`src/rtl/pattern_fetch_pkg.sv`:
```
// pattern_fetch_pkg
//   Shared definitions for the pattern fetcher: controller state encoding,
//   default address/data widths and the depth of the byte buffer that sits
//   between the pattern memory and the LED serializer.
package pattern_fetch_pkg;

    localparam int ADDR_W_DEF = 8;
    localparam int DATA_W_DEF = 8;
    localparam int FIFO_DEPTH = 2;

    typedef enum logic [1:0] {
        IDLE  = 2'd0,
        RUN   = 2'd1,
        DRAIN = 2'd2
    } state_e;

endpackage

```
`src/rtl/pattern_fifo2.sv`:
```
// pattern_fifo2
//   Two-entry synchronous FIFO holding fetched pattern bytes.
//   Ports:
//     clk_i        clock
//     rst_n_i      synchronous active-low reset (empties the FIFO, zeroes slots)
//     push_i       write push_data_i at this edge (never issued when full)
//     push_data_i  byte to write
//     pop_i        drop the head entry at this edge (only issued when non-empty)
//     count_o      number of entries held (0..2)
//     head_o       oldest entry; zero after reset
module pattern_fifo2
    import pattern_fetch_pkg::*;
#(
    parameter int DATA_W = DATA_W_DEF
) (
    input  logic              clk_i,
    input  logic              rst_n_i,
    input  logic              push_i,
    input  logic [DATA_W-1:0] push_data_i,
    input  logic              pop_i,
    output logic [1:0]        count_o,
    output logic [DATA_W-1:0] head_o
);

    logic [FIFO_DEPTH-1:0][DATA_W-1:0] slot_q;
    logic                              wr_q;
    logic                              rd_q;
    logic [1:0]                        count_q;

    always_ff @(posedge clk_i) begin
        if (!rst_n_i) begin
            slot_q  <= '0;
            wr_q    <= 1'b0;
            rd_q    <= 1'b0;
            count_q <= 2'd0;
        end else begin
            if (push_i) begin
                slot_q[wr_q] <= push_data_i;
                wr_q         <= ~wr_q;
            end
            if (pop_i) begin
                rd_q <= ~rd_q;
            end
            // Simultaneous push and pop leave the occupancy unchanged.
            case ({push_i, pop_i})
                2'b10:   count_q <= count_q + 2'd1;
                2'b01:   count_q <= count_q - 2'd1;
                default: count_q <= count_q;
            endcase
        end
    end

    assign count_o = count_q;
    assign head_o  = slot_q[rd_q];

endmodule

```
`src/rtl/pattern_fetch.sv`:
```
// pattern_fetch
//   Walks the pattern memory from address 0 to LAST_ADDR and hands bytes to
//   the LED serializer over a valid/ready handshake. The memory has a
//   registered address, so a read issued in one cycle returns data in the
//   next; at most two bytes (buffered plus in flight) are ever outstanding,
//   which is what keeps the 2-entry buffer from overflowing.
//
//   Build option: define PATTERN_FETCH_LOOP_EN to keep fetching past
//   LAST_ADDR (wrapping to 0) until stop; otherwise a pass ends at LAST_ADDR.
//
//   Ports:
//     sys_clk     system clock
//     sys_rst_n   synchronous active-low reset
//     start       pulse; begins a pass from address 0 (ignored while busy)
//     stop        ends address issue early (ignored while idle)
//     mem_adr     registered address to the pattern memory
//     mem_dat_r   memory data, valid the cycle after mem_adr was sampled
//     byte_data   head-of-buffer byte
//     byte_valid  buffer non-empty
//     byte_ready  serializer accepts byte_data
//     busy        high while a pass is in progress
//     done        one-cycle pulse after the last byte is taken
module pattern_fetch
    import pattern_fetch_pkg::*;
#(
    parameter int                ADDR_W    = ADDR_W_DEF,
    parameter int                DATA_W    = DATA_W_DEF,
    parameter logic [ADDR_W-1:0] LAST_ADDR = '1
) (
    input  logic              sys_clk,
    input  logic              sys_rst_n,
    input  logic              start,
    input  logic              stop,
    output logic [ADDR_W-1:0] mem_adr,
    input  logic [DATA_W-1:0] mem_dat_r,
    output logic [DATA_W-1:0] byte_data,
    output logic              byte_valid,
    input  logic              byte_ready,
    output logic              busy,
    output logic              done
);

    state_e            state_q, state_d;
    logic [ADDR_W-1:0] mem_adr_q, mem_adr_d;
    logic              pend_q;
    logic              done_q, done_d;
    logic              issue;
    logic              pop;
    logic [1:0]        fifo_count;
    logic [2:0]        in_flight;
    logic              at_last;

    assign byte_valid = (fifo_count != 2'd0);
    assign pop        = byte_valid && byte_ready;
    // Bytes still owed to the serializer once this cycle's pop is taken.
    assign in_flight  = {1'b0, fifo_count} + {2'b00, pend_q} - {2'b00, pop};
    assign at_last    = (mem_adr_q == LAST_ADDR);

    always_comb begin
        state_d   = state_q;
        mem_adr_d = mem_adr_q;
        done_d    = 1'b0;
        issue     = 1'b0;
        case (state_q)
            IDLE: begin
                if (start) begin
                    state_d   = RUN;
                    mem_adr_d = '0;
                end
            end
            RUN: begin
                // stop wins over a read that would otherwise be issued.
                if (stop) begin
                    state_d = DRAIN;
                end else if (in_flight < 3'd2) begin
                    issue     = 1'b1;
                    mem_adr_d = at_last ? '0 : mem_adr_q + ADDR_W'(1);
`ifdef PATTERN_FETCH_LOOP_EN
                    state_d   = RUN;
`else
                    if (at_last) begin
                        state_d = DRAIN;
                    end
`endif
                end
            end
            DRAIN: begin
                if (!pend_q && in_flight == 3'd0) begin
                    state_d = IDLE;
                    done_d  = 1'b1;
                end
            end
            default: state_d = IDLE;
        endcase
    end

    always_ff @(posedge sys_clk) begin
        if (!sys_rst_n) begin
            state_q   <= IDLE;
            mem_adr_q <= '0;
            pend_q    <= 1'b0;
            done_q    <= 1'b0;
        end else begin
            state_q   <= state_d;
            mem_adr_q <= mem_adr_d;
            pend_q    <= issue;
            done_q    <= done_d;
        end
    end

    // Data for the read issued last cycle arrives now and is pushed.
    pattern_fifo2 #(
        .DATA_W (DATA_W)
    ) u_fifo (
        .clk_i       (sys_clk),
        .rst_n_i     (sys_rst_n),
        .push_i      (pend_q),
        .push_data_i (mem_dat_r),
        .pop_i       (pop),
        .count_o     (fifo_count),
        .head_o      (byte_data)
    );

    assign mem_adr = mem_adr_q;
    assign busy    = (state_q != IDLE);
    assign done    = done_q;

endmodule

```
`config.mk`:
```
export PLATFORM = sky130hd
export DESIGN_NAME = pattern_fetch
export DESIGN_NICKNAME = d
export VERILOG_FILES = /design/src/rtl/pattern_fetch_pkg.sv /design/src/rtl/pattern_fifo2.sv /design/src/rtl/pattern_fetch.sv
export SDC_FILE = /design/constraint.sdc
export NUM_CORES = 1
export LEC_CHECK = 0
export ABC_AREA = 1
export BUFFER_PORTS_ARGS = -buffer_cell sky130_fd_sc_hd__buf_2
export CORE_MARGIN = 3
export CORE_UTILIZATION = 40
export DETAILED_ROUTE_END_ITERATION = 8
export GPL_TIMING_DRIVEN = 0
export MAX_ROUTING_LAYER = met4
export PLACE_DENSITY = 0.73
export SLEW_MARGIN = 40
export SYNTH_ARGS = -nofsm -noshare
export SYNTH_HDL_FRONTEND = slang
export SYNTH_SLANG_ARGS = --single-unit
```
`constraint.sdc`:
```
create_clock -name sys_clk -period 2.9 [get_ports sys_clk]
set_input_delay 0.58 -clock sys_clk [delete_from_list [all_inputs] [get_ports sys_clk]]
set_output_delay 0.58 -clock sys_clk [all_outputs]
set_load 0.02 [all_outputs]
```
### Word level (Yosys, flattened, before mapping)

Index checks and enable logic that the tools add are counted.

* register bits after elaboration: 32
* input bits: 13
* output and inout bits: 19
* word-level logic and storage cells: 66

* add/subtract/negate cells: 5
* magnitude comparators: 4
* equal/unequal tests: 11
* muxes and demuxes: 19
* bitwise logic cells: 4
* reduce and logical (&&, ||, !) cells: 14

Operator list (number)
* $mux W8: 7
* $bwmux W16: 1
* $pmux W8 S2: 1
* $mux W2: 5
* $add A8 B1 Y8 const B: 1
* $demux W8 S1: 1
* $eq A8 B8 Y1 const B: 1
* $ne A2 B2 Y1 const B: 4
* $reduce_and A4 Y1: 2
* $reduce_bool A2 Y1: 4
* $ne A3 B3 Y1 const B: 2
* $pmux W2 S3: 1
* $eq A2 B1 Y1 const B: 2
* $eq A2 B2 Y1 const B: 2
* $lt A1 B2 Y1 const B: 2
* $not A1 Y1: 4
* $pmux W2 S2: 1
* $add A2 B1 Y3: 1
* $logic_and A1 B1 Y1: 3
* $logic_not A3 Y1: 1
* $lt A3 B2 Y1 const B: 1
* $reduce_or A3 Y1: 1
* $sub A3 B1 Y3: 1
* $add A2 B1 Y2 const B: 1
* 6 further kinds: 7

### Logic depth before layout (Yosys ltp)

* depth in word-level cells: 7
* gate-level depth with buffers: 19
* mapped depth without buffers: 19

### Modules after synthesis

Synthesis repeated with hierarchy kept, for this count alone.

* cells, all modules: 223
* area total of the unflattened synthesis: 1552.7 µm²

Modules (own cells, without submodules)
* pattern_fifo2: instances 1, cells an instance 115, area each 828.3 µm²
* pattern_fetch: instances 1, cells an instance 108, area each 724.4 µm²

### Worst setup path after synthesis

Ideal clock, no wire load.

* path kind: flip-flop to flip-flop
* start point: register u_fifo.count_q[1] (netlist: u_fifo.count_o[1])
* end point: register mem_adr_q[3] (netlist: mem_adr[3])
* arrival: 2.216 ns
* data required time: 2.778 ns
* slack: 0.562 ns
* cell stages (with the launch flop): 17
* buffers on the path: 0
* clock period less this slack: 2.338 ns
* path through: dfxtp_1 -> inv_2 -> nand2_1 -> nand2_1 -> inv_1 -> nand2_1 -> nand2_1 -> ha_1 -> inv_1 -> fa_1 -> nand3_2 -> nand2_1 -> nand2_8 -> inv_6 -> nand2_1 -> nand2_1 -> a21oi_1

* cells in the longest elaborated chain, start to end: 6
* elaborated cells between the ends (all ways): 7
* classes of those cells: add/sub (2); order compare (1); eq/ne (1); reduce/logical (3)

RTL lines
* start: declaration: RTL line pattern_fifo2.sv:28 `logic [1:0] count_q;`
* start signal: assignment: RTL line pattern_fifo2.sv:46 `2'b10: count_q <= count_q + 2'd1;`
* start signal: assignment: RTL line pattern_fifo2.sv:47 `2'b01: count_q <= count_q - 2'd1;`
* start signal: assignment: RTL line pattern_fifo2.sv:48 `default: count_q <= count_q;`
* $reduce_bool A2 Y1: RTL line pattern_fetch.sv:53 `assign byte_valid = (fifo_count != 2'd0);`
* net byte_valid: RTL line pattern_fetch.sv:37 `output logic byte_valid,`
* $logic_and A1 B1 Y1: RTL line pattern_fetch.sv:54 `assign pop = byte_valid && byte_ready;`
* $sub A3 B1 Y3: RTL line pattern_fetch.sv:56 `assign in_flight = {1'b0, fifo_count} + {2'b00, pend_q} - {2'b00, pop};`
* $lt A3 B2 Y1: RTL line pattern_fetch.sv:75 `end else if (in_flight < 3'd2) begin`
* $ne A2 B2 Y1 (no line)
* $reduce_and A4 Y1 (no line)
* end signal: assignment: RTL line pattern_fetch.sv:105 `mem_adr_q <= mem_adr_d;`
* end: declaration: RTL line pattern_fetch.sv:44 `logic [ADDR_W-1:0] mem_adr_q, mem_adr_d;`

The timed path passes the listed nets, and every way through them passes these cells.
A chain may end at the register's enable or synchronous reset.

### Worst setup path in the final report

* start point: register u_fifo.count_q[1] (netlist: u_fifo.count_o[1])
* end point: register mem_adr_q[3] (netlist: mem_adr[3])

* cells in the longest elaborated chain, start to end: 6
* elaborated cells between the ends (all ways): 7
* classes of those cells: add/sub (2); order compare (1); eq/ne (1); reduce/logical (3)

RTL lines (RTL line)
* parallel branches: the longest is 2 deep, another holds $add A2 B1 Y3
* $sub A3 B1 Y3 (*): pattern_fetch.sv:56
* $lt A3 B2 Y1 (*): pattern_fetch.sv:75
* $ne A2 B2 Y1 (no line) (*)
* $reduce_and A4 Y1 (no line) (*)

Mark *: on every way between the ends.

==> metrics.csv <==
metric,value,unit
status,"complete, no violations",
portBuffers,31,
path_depth,16,
slew_headroom,65.9,%
critPathKind,flip-flop to flip-flop,
finalNetCount,284,
ir_worst_vdd,0.000335,V
path_max_fanout,10,
synth-edff-count,0,
synthTopCellsByArea,"dfxtp_1 41%, nor2_1 14%, nand2_1 14%, o21ai_0 6.2%, inv_1 3.6%",
maxUsedRoutingLayer,met4,
p_leak,0.895,nW
htreeDepth,2,
synth_top_area_cell,dfxtp_1,
antenna_found_initial,0,
num_rows,21,
drt-total-wl,3360,um
finClkSkew,0.00745,ns
track_usage,16.6,%
drv_slew,0,
vias_per_cell,4.77,
synth_compound_area_share,9.72,%
final_util,53.1,%
post_cts_buffers,0,
die-area,4650,sq um
worst_ep_arrival_time,2.60,ns
critical_path_required,3.07,ns
grt_setup_unrepaired,false,
fmax,411,MHz
start_util,43.9,%
synthArstFlopShare,0,%
synthMuxAreaShare,0,%
clk_pin_slew,0.06,ns
dpl.cell_count,307,
critPathCapture,mem_adr[3],
crit_top_cell,nand2_1,
core_area,3520,sq um
crit_slowest_cell,fa_1,
dr.pass1.iters,4,
die_y,68.2,um
ys_seq_area_share,41.5,%
post-route-min-period,2.43,ns
wl_met3,218,um
reg2reg_depth,16,
ys_ff_latch,32,
min_path_type,flip-flop to flip-flop,
m1WireLength,1640,um
cts.path.max_buffers,2,
post_cts_resized,0,
ant_nets,0,
synthSimpleGateAreaFrac,39.1,%
grt-ovfl-total,0,
cp_num_buf_inv,4,
whs,0.483,ns
critical_path.startpoint_type,flip-flop,
drv_cap,0,
final_cell_count_no_fill,315,
cts_root_buf,clkbuf_8,
netlist.area_leader.share,41.5,%
synth_fp_nets,246,
r2r_setup_slack,0.47,ns
synthAdderAreaFrac,2.91,%
clk_latency,0.28,ns
grt_pass1_wl,5670,um
drcViolationCount,0,
wire_per_inst,10.7,um
cts_tree,built,
setup_viol,0,
fin_setup_tns,0,ns
synth_cell_types,25,
worst_slack,0.469,ns
tightest_slew,0.509,ns
rr_endpoint,mem_adr[3],
path_cells,"inv_2, nand2_1, nand2_1, inv_1, nand2_1, nand2_1, ha_1, inv_1, fa_1, nand3_2, nand2_1, nand2_8, inv_6, nand2_1, nand2_1, a21oi_1",
die_w,68.2,um
cts_buffers,5,
crit_path_end_kind,flip-flop,
cp_top_family,simple AND/OR/NAND/NOR gates,
num_antenna_cells,0,
postSynthCellCount,230,
vias,1502,
ys_warn_count,0,
pre_cts_slack,0.335,ns
drive_above_1_share,20.1,%
drt_first_iter_violations,83,
period_share,83.8,%
synth_top_family_by_area,simple AND/OR/NAND/NOR gates,
dr_wl_met2,1490,um
synthFlopType,dfxtp_1,
place_hpwl,2410,um
io-pin-count,32,
yosys.area_share.xor_xnor,0.567,%
gp_congestion,0.774,
grt_start_max_net_pins,12,
holdBufCountCts,0,
crit-reg2reg-launch,u_fifo.count_o[1],
critPathLaunch,u_fifo.count_o[1],
first_global_vias,1355,
area_growth,21.0,%
hold_viol,0,
syn_area,1550,sq um
p_per_area,686,nW/um^2
cts_sinks,32,
cpPeakStageDelay,0.51,ns
syn_avg_cell_area,6.72,sq um
per-stage QoR:
stage                     area (sq um)  power (mW)
after global placement            1760       0.863
after detailed placement          1760       0.868
after global routing              1870        1.37
after floorplan                   1550       0.781
final                             1870        1.28
after CTS                         1870        1.30
kinds of logic after synthesis:
| family | after synthesis |
|---|---|
| flip-flops | 32 |
| adder cells (fa/ha/maj) | 3 |
| AND/OR/NAND/NOR | 140 |
| AO/OA/AOI/OAI | 30 |
| XOR/XNOR | 1 |
| buffers and inverters | 24 |
layer usage:
layer / vias to the layer above / track usage [%]
met5: - / -
met3: 2 / 5.91
met4: 0 / 5.21
li1: 797 / -
met1: 666 / 20.1
met2: 37 / 25.9
tightest hold or removal path, stage by stage (launching register included):
cell and delay (ns):
dfxtp_1 0.32, nor2_1 0.04, nor2_1 0.08
layout make-up:
| cell class | count | area [sq um] |
|---|---|---|
| well taps | 46 | 57.6 |
| clock buffers | 5 | 68.8 |
| flip-flops and latches | 32 | 641 |
| plain buffers | 3 | 12.5 |
| repair buffers | 31 | 155 |
| fillers | 381 | 1650 |
| multi-input cells | 174 | 808 |
| inverters | 21 | 83.8 |
| clock inverters | 3 | 42.5 |
state kept, by name (all words and copies together), names as in the netlist:
register / cells
u_fifo.slot_q: 16
mem_adr: 8
state_q: 2
u_fifo.count_o: 2
done: 1
pend_q: 1
u_fifo.rd_q: 1
u_fifo.wr_q: 1
worst min path at each step:
stage          slack, ns                 to               from  cells past startpoint
2_1_floorplan       0.45  u_fifo.slot_q[10]  u_fifo.slot_q[10]                      2
3_3_place_gp        0.47  u_fifo.slot_q[11]  u_fifo.slot_q[11]                      2
3_5_place_dp        0.47  u_fifo.slot_q[10]  u_fifo.slot_q[10]                      2
4_1_cts             0.49  u_fifo.slot_q[10]  u_fifo.slot_q[10]                      2
5_1_grt             0.51   u_fifo.slot_q[8]   u_fifo.slot_q[8]                      2
6_report            0.48   u_fifo.slot_q[8]   u_fifo.slot_q[8]                      2
report_power, final:
part / internal, mW / leakage, nW / switching (mW)
registers: 0.472 / 0.259 / 0.0248
logic: 0.119 / 0.582 / 0.241
clock network: 0.254 / 0.0541 / 0.170
total: 0.845 / 0.895 / 0.436
Yosys cell counts (2+ instances only):
cell      count
nor3_1        5
nand2_1      58
nor2_1       59
clkbuf_1      2
ha_1          2
nand4_1       3
nor2_2        3
nand2_2       2
clkinv_1      2
a21oi_1       9
nor2_4        2
nand3_1       4
inv_2         3
o21ai_0      19
o21ai_1       2
dfxtp_1      32
inv_1        15
placed cells by master, fill, tap and decap left out, drive strengths merged, types with 2 or more instances in the layout:
cell type and count:
buf 32, nand4 3, nand2 62, ha 2, inv 19, nand3 5, nor2 64, nor3 5
dfxtp 32, clkbuf 7, a21oi 9, clkinv 3, o21ai 21
No activity file was read; power rests on OpenSTA's default activity.
